--- src/rtl/esm_pkg.sv ---
// Shared types and width helpers for the ESM shuffle buffer.
package esm_pkg;

  typedef enum logic [1:0] {
    FILL   = 2'd0,
    STEADY = 2'd1,
    DRAIN  = 2'd2
  } esm_state_e;

  function automatic int idx_w(input int n);
    return (n > 1) ? $clog2(n) : 1;
  endfunction

  function automatic int cnt_w(input int n);
    return $clog2(n + 1);
  endfunction

endpackage

--- src/rtl/esm_first_one.sv ---
// Lowest-set-bit finder over a BS-bit vector.
module esm_first_one
  import esm_pkg::*;
#(
  parameter  int BS = 16,
  localparam int IW = idx_w(BS)
) (
  input  logic [BS-1:0] vec_i,
  output logic [IW-1:0] idx_o,
  output logic          found_o
);

  always_comb begin
    idx_o   = '0;
    found_o = 1'b0;
    for (int i = BS - 1; i >= 0; i--) begin
      if (vec_i[i]) begin
        idx_o   = IW'(i);
        found_o = 1'b1;
      end
    end
  end

endmodule

--- src/rtl/esm_shuffle_buffer.sv ---
// Slot store that evicts at the mapping table's index once full,
// producing a shuffled stream; flush drains all slots.
module esm_shuffle_buffer
  import esm_pkg::*;
#(
  parameter  int BS = 16,
  parameter  int DW = 32,
  localparam int IW = idx_w(BS),
  localparam int CW = cnt_w(BS)
) (
  input  logic          clk,
  input  logic          rst,
  input  logic          in_valid_i,
  output logic          in_ready_o,
  input  logic [DW-1:0] in_data_i,
  input  logic          flush_i,
  input  logic [IW-1:0] buffer_index_i,
  output logic [BS-1:0] cand_list_o,
  output logic          out_valid_o,
  input  logic          out_ready_i,
  output logic [DW-1:0] out_data_o,
  output logic [CW-1:0] occupancy_o,
  output logic          draining_o
);

  localparam logic [CW-1:0] FULL = CW'(BS);

  esm_state_e    state_q, state_d;
  logic [BS-1:0] cand_q, cand_d;
  logic [CW-1:0] occ_q, occ_d;
  logic          ov_q, ov_d;
  logic [DW-1:0] od_q, od_d;
  logic          drn_q, drn_d;

  logic [DW-1:0] mem [BS];

  logic [IW-1:0] free_idx, low_idx, eff_idx;
  logic          free_found, low_found;
  logic          out_free, accept;
  logic          wr_en, drain_go;
  logic [IW-1:0] wr_idx;

  esm_first_one #(.BS(BS)) u_free (
    .vec_i   (~cand_q),
    .idx_o   (free_idx),
    .found_o (free_found)
  );

  esm_first_one #(.BS(BS)) u_low (
    .vec_i   (cand_q),
    .idx_o   (low_idx),
    .found_o (low_found)
  );

  assign out_free = !ov_q || out_ready_i;
  assign eff_idx  = cand_q[buffer_index_i]
                  ? buffer_index_i : low_idx;

  always_comb begin
    in_ready_o = 1'b0;
    unique case (state_q)
      FILL:    in_ready_o = !flush_i && (occ_q < FULL);
      STEADY:  in_ready_o = !flush_i && out_free;
      default: in_ready_o = 1'b0;
    endcase
  end

  assign accept = in_valid_i && in_ready_o;

  always_comb begin
    state_d  = state_q;
    cand_d   = cand_q;
    occ_d    = occ_q;
    ov_d     = ov_q && !out_ready_i;
    od_d     = od_q;
    wr_en    = 1'b0;
    wr_idx   = buffer_index_i;
    drain_go = 1'b0;
    unique case (state_q)
      FILL: begin
        if (accept && free_found) begin
          wr_en            = 1'b1;
          wr_idx           = free_idx;
          cand_d[free_idx] = 1'b1;
          occ_d            = occ_q + 1'b1;
          if (occ_d == FULL) state_d = STEADY;
        end
        if (flush_i && occ_q != '0) state_d = DRAIN;
      end
      STEADY: begin
        if (accept) begin
          wr_en = 1'b1;
          od_d  = mem[buffer_index_i];
          ov_d  = 1'b1;
        end
        if (flush_i) state_d = DRAIN;
      end
      DRAIN: begin
        drain_go = out_free && occ_q != '0 && low_found;
        if (drain_go) begin
          od_d            = mem[eff_idx];
          ov_d            = 1'b1;
          cand_d[eff_idx] = 1'b0;
          occ_d           = occ_q - 1'b1;
        end
        if (occ_q == '0 && out_free) state_d = FILL;
      end
      default: state_d = FILL;
    endcase
    drn_d = (state_d == DRAIN);
  end

  always_ff @(posedge clk or posedge rst) begin
    if (rst) begin
      state_q <= FILL;
      cand_q  <= '0;
      occ_q   <= '0;
      ov_q    <= 1'b0;
      od_q    <= '0;
      drn_q   <= 1'b0;
    end else begin
      state_q <= state_d;
      cand_q  <= cand_d;
      occ_q   <= occ_d;
      ov_q    <= ov_d;
      od_q    <= od_d;
      drn_q   <= drn_d;
    end
  end

  // Storage is intentionally unreset; cand_list marks what is live.
  always_ff @(posedge clk) begin
    if (wr_en) mem[wr_idx] <= in_data_i;
  end

  assign cand_list_o = cand_q;
  assign occupancy_o = occ_q;
  assign out_valid_o = ov_q;
  assign out_data_o  = od_q;
  assign draining_o  = drn_q;

endmodule
--- config.mk ---
export PLATFORM = sky130hd
export DESIGN_NAME = esm_shuffle_buffer
export DESIGN_NICKNAME = d
export VERILOG_FILES = /design/src/rtl/esm_pkg.sv /design/src/rtl/esm_first_one.sv /design/src/rtl/esm_shuffle_buffer.sv
export SDC_FILE = /design/constraint.sdc
export NUM_CORES = 1
export LEC_CHECK = 0
export ABC_AREA = 1
export ABC_CLOCK_PERIOD_IN_PS = 5300
export CAP_MARGIN = 40
export CORE_ASPECT_RATIO = 2
export CORE_UTILIZATION = 30
export DETAILED_ROUTE_END_ITERATION = 10
export SLEW_MARGIN = 30
export SYNTH_ARGS = -nofsm -noshare
export SYNTH_HDL_FRONTEND = slang
export SYNTH_SLANG_ARGS = --single-unit
--- constraint.sdc ---
create_clock -name clk -period 5.3 [get_ports clk]
set_input_delay 1.06 -clock clk [delete_from_list [all_inputs] [get_ports clk]]
set_output_delay 1.06 -clock clk [all_outputs]
set_load 0.03 [all_outputs]
---- Word level (Yosys, flattened, before mapping) ----
Memories as Yosys holds them, arrays and structs flattened.
Index checks and enable logic that the tools add are counted.
word-level totals
  register bits ........................... 57
  memory bits (writable) .................. 512
  input port bits ......................... 41
  output and inout port bits .............. 56
  logic and storage cells ................. 145
  memories kept ........................... 1
memory list
  name  words  width  rd ports  clocked after Yosys merged registers in  write ports  RTL line                  RTL
  mem   16     32     2         0                                        1            esm_shuffle_buffer.sv:35  logic [DW-1:0] mem [BS];
operators by class
  add/subtract/negate cells ............... 2
  order comparisons ....................... 6
  equal/unequal tests ..................... 7
  muxes and demuxes ....................... 97
  bitwise logic cells ..................... 4
  reduce and logical (&&, ||, !) cells .... 22
operators by type and width
  cell                                                         number
  2-to-1 mux 4 bit                                             35
  2-to-1 mux 32 bit                                            2
  one-hot mux 32 bit (2 select lines)                          1
  2-to-1 mux 1 bit                                             41
  2-to-1 mux 16 bit                                            2
  inverter 16 bit                                              2
  one-hot mux 16 bit (2 select lines)                          1
  AND 16 bit                                                   1
  OR 16 bit                                                    1
  less-than comparator 4 x 5 -> 1 bit (second input constant)  3
  logical AND 1 bit                                            11
  2-to-1 mux 2 bit                                             5
  2-to-1 mux 5 bit                                             2
  one-hot mux 5 bit (2 select lines)                           1
  demux 1 bit (select 4 bit)                                   2
  >= comparator 4 x 1 -> 1 bit (second input constant)         2
  != test 2 bit (second input constant)                        3
  one-hot mux 1 bit (2 select lines)                           3
  one-hot mux 2 bit (3 select lines)                           1
  AND reduction 3 bit                                          2
  adder 5 x 1 -> 5 bit (second input constant)                 1
  equality test 5 bit (second input constant)                  1
  logical NOT 5 bit                                            1
  less-than comparator 5 bit (second input constant)           1
  other kinds (9)                                              13

---- Longest topological paths before layout ----
  word-level depth ........................ 25
  gate-level depth with buffers ........... 28
  mapped depth without buffers ............ 26

---- Cells and area by module ----
Synthesis repeated with hierarchy kept, for this count alone.
second synthesis, totals
  cell total of the unflattened synthesis .. 3391
  area, all modules ....................... 29415.7 sq um
modules (own cells, without submodules)
  module              times used  cells an instance  area each (sq um)  sequential area each (sq um)
  esm_shuffle_buffer  1           3293               28997.8            16801.1
  esm_first_one       2           49                 209.0              0.0

---- Least setup slack after synthesis ----
Ideal clock, no wire load.
  path kind ............................... input to register
  start ................................... input port flush_i
  end ..................................... memory mem[11][0] (enable)
  setup time .............................. 0.421 ns
  arrival time ............................ 4.776 ns
  required time ........................... 4.879 ns
  slack ................................... 0.103 ns
  stages .................................. 9
  path buffers ............................ 0
  path through ............................ o41ai_1 -> nand2_1 -> a21oi_1 -> inv_1 -> nor2_1 -> inv_1 -> o21ai_0 -> nand3_1 -> nor2_1
on the way
  longest elaborated chain between the ends .. 9
  elaborated cells between the ends (all ways) .. 13
  classes of those cells .................. 8 x mux; 5 x reduce/logical
RTL lines
  item                                    RTL line                                            RTL
  from (decl)                             esm_shuffle_buffer.sv:16                            input logic flush_i,
  logical NOT 1 bit *                     esm_shuffle_buffer.sv:62, esm_shuffle_buffer.sv:63
  logical AND 1 bit (on tied branches)    esm_shuffle_buffer.sv:63, esm_shuffle_buffer.sv:62
  one-hot mux 1 bit (2 select lines) *    esm_shuffle_buffer.sv:61                            unique case (state_q)
  logical AND 1 bit *                     esm_shuffle_buffer.sv:68                            assign accept = in_valid_i && in_ready_o;
  logical AND 1 bit                       esm_shuffle_buffer.sv:81                            if (accept && free_found) begin
  2-to-1 mux 1 bit                        esm_shuffle_buffer.sv:81
  one-hot mux 1 bit (2 select lines)      esm_shuffle_buffer.sv:79                            unique case (state_q)
  2-to-1 mux 1 bit                        esm_shuffle_buffer.sv:133                           if (wr_en) mem[wr_idx] <= in_data_i;
  2-to-1 mux 1 bit (not written as such)  esm_shuffle_buffer.sv:133
  to (decl)                               esm_shuffle_buffer.sv:35
Every way passes the cells marked *; elsewhere a longest branch is shown, timed or not.

---- Worst setup path in the final report ----
  start ................................... input port flush_i
  end ..................................... memory mem[9][15] (enable)
The elaborated chain is that of the path after synthesis.

==> run metrics <==
outcome=complete, no violations; fmax=246 MHz; Max Cap Violations=0; Cell variety after synth=32; CP max stage delay=0.53 ns; CTS buffer count=49; Synth area leader=edfxtp_1; Global Route Usage Sum=20.8%; Synthesized Nets=3395; WP data arrival=roughly 4.3 ns; Main synth FF type=edfxtp_1; core area=approximately 96000 sq um; fin crit share=between 70% and 80%; count leader, synth=nand2_1; worst-path fanout max=30; clk_skew=0.0305 ns; Starting Density=30.3%; final setup vio count=0; CTS Hold Bufs=0; CTS tree=built; CP most frequent cell=inv_1; Syn Inst Count=~3300; switch share=38.1%; CP endpoint kind=flip-flop; Synth top cells by count=1218 x nand2_1, 512 x edfxtp_1, 347 x o21ai_0, 318 x nand3_1, 317 x nor2_1; asr flop ratio synth=10.0%; via count=25300; RD Place Congestion=0.900; vias in the first global route=24900; Critical Path RT=roughly 5.6 ns; Sink Count=569; internal power=around 9.0 mW; post-layout min period=4.07 ns; Startpoint Class=input pin; largest net degree at the start of global routing=193; die span in y=443 microns; WL per Instance=22.5 microns; clock root buffer=clkbuf_16; Final Max Tran Viols=0; register area share after synthesis=57.6%; setup repair bufs after CTS=0; worst vdd ir=about 240 uV; initial DRC count=2514; area fraction of the dominant cell type after synthesis=between 50% and 60%; port bufs=96; setup_tns=0 ns; #FFs+latches synth=between 500 and 600; share of layout cells above drive strength 1=5.91%; # rows=161; slew of the pin with the lowest slew margin=between 0.9 and 1 ns; Leak=13.0 nW; Max clock buf depth=3; worst setup margin=about 1.2 ns; Via density=5.50; RSZ-0062 raised after global routing=false; # H-tree levels=2; Syn Area/Cell=a little under 9 sq um; Worst-Skew Late Latency=0.61 ns; HPWL after DPL=63000 microns; Die Wd=roughly 220 microns; Netlist Area Pre-Place=between 20000 and 30000 sq um; total global routing overflow=0; combinational share of power=approximately a third; Setup CP Type=input pin to flip-flop; P_sw=5.55 mW; Hold Crit Class=flip-flop to flip-flop; synthesis-to-layout area growth=15.0%; die area=98500 sq um; pwr dens=435 nW/um^2; Post-synth EDFFs=512; Clock transition at path regs=0.07 ns; top post-synthesis cells by area=edfxtp_1 53%, nand2_1 16%, o21ai_0 6.0%; drt first pass iters=5; clock power share=28.5%; Reg power frac=36.7%; I/O Pins=97; yosys warns=0; reg2reg setup slack=roughly 1.3 ns; Post-layout nets=3379; CP max stage cell=o41ai_1; Slew headroom=39.6%; Antenna Nets Post-Route=0; WL final=roughly 100000 microns; Fin. Hold Viols=0; end-of-flow core utilization=a little over a third; post-CTS resize count=0; initial antenna violation count=3; DP Worst Slack=0.730 ns; DRC errors left=0; first-pass GRT wire length=156000 microns; Cell Chain, Critical Path=clkdlybuf4s50_1 > o41ai_1 > nand2_1 > a21oi_1 > inv_1 > nor2_1 > inv_1 > o21ai_0 > nand3_1 > nor2_4 > buf_12
[cells in the final DEF (no fill, tap or decap), types with 2 or more instances in the layout]
cell	count
nand2_1	1215
edfxtp_1	512
o21ai_0	347
nand3_1	318
nor2_1	297
o221ai_1	94
clkdlybuf4s50_1	92
inv_1	91
dfrtp_1	57
buf_4	55
clkbuf_16	51
o22ai_1	39
o21bai_1	33
nor2_4	20
buf_12	20
a21oi_1	15
o211ai_1	14
bufinv_16	11
clkinv_2	8
nor3_1	7
clkbuf_8	7
o311ai_0	6
ha_1	6
o21ai_1	5
inv_2	5
nor4_1	5
xor2_1	5
inv_6	4
nand2_4	3
clkinv_1	3
clkbuf_1	3
buf_16	3
o21ai_4	2
nand4_1	2
xnor2_1	2
clkinvlp_4	2
[path summary, 6_finish.rpt]
kind	startpoint	to	cells past startpoint
setup / recovery	flush_i	mem[9][15]	11
hold / removal	out_data_o[11]	out_data_o[11]	2
setup reg to reg	state_q[1]	mem[9][15]	13
hold reg to reg	out_data_o[11]	out_data_o[11]	2
max in group asynchronous	rst	occupancy_o[0]	3
min in group asynchronous	rst	cand_list_o[7]	2
[per-layer routing]
layer | wire length, microns | track usage, % | part of all wire (%)
met1 | 38300 | 24.4 | 37
met2 | 51300 | 36.2 | 50
met3 | 7280 | 2.39 | 7.0
met4 | 6490 | 12.5 | 6.3
met5 | 13 | 0 | 0.013
[sequential cells by signal (all words and copies together) (netlist names)]
register and count:
out_valid_o 1, mem 512, out_data_o 32, occupancy_o 5, cand_list_o 16, state_q 2, draining_o 1
[critical path: cells and delay by family]
| kind | cells | cell delay [ns] |
|---|---|---|
| buffers and inverters | 4 | 1.03 |
| AND/OR/NAND/NOR | 4 | 1.21 |
| AO/OA/AOI/OAI | 3 | 1.01 |
[power groups by stage]
stage / combinational [mW] / clock (mW) / sequential (mW)
detailed placement: 5.03 / 0 / 5.44
floorplan: 2.76 / 0 / 5.72
global route: 5.54 / 4.33 / 5.38
global placement: 5.01 / 0 / 5.45
CTS: 5.05 / 4.21 / 5.35
finish: 5.07 / 4.15 / 5.35
[cells by family (layout without fill, tap and decap cells)]
family,count (synthesis),after routing,share of synthesized area (%)
AO/OA/AOI/OAI,558,558,11.5
XOR/XNOR,7,7,0.210
adder cells (fa/ha/maj),7,7,0.301
buffers and inverters,338,361,4.85
flip-flops,569,569,57.6
other,0,1,0
AND/OR/NAND/NOR,1868,1868,25.5
[layout make-up]
type	count	area, sq um
Antenna cell	1	2.50
Clock buffer	60	1370
Clock inverter	30	453
Fill cell	9750	62800
Inverter	98	375
Multi-Input combinational cell	2440	11100
Sequential cell	569	16800
Tap cell	1222	1530
Timing Repair Buffer	173	1850
[stage by stage]
stage / instances / hold slack (ns) / total power, mW / instance area, sq um
2_1_floorplan: 3347 / 0.606 / 8.49 / 29100
3_3_place_gp: 4496 / 0.468 / 10.5 / 31500
3_5_place_dp: 4499 / 0.475 / 10.5 / 31600
4_1_cts: 4589 / 0.493 / 14.6 / 33400
5_1_grt: 4593 / 0.513 / 15.2 / 33500
6_report: 4593 / 0.484 / 14.6 / 33500
Power figures use the tool's default switching activity.
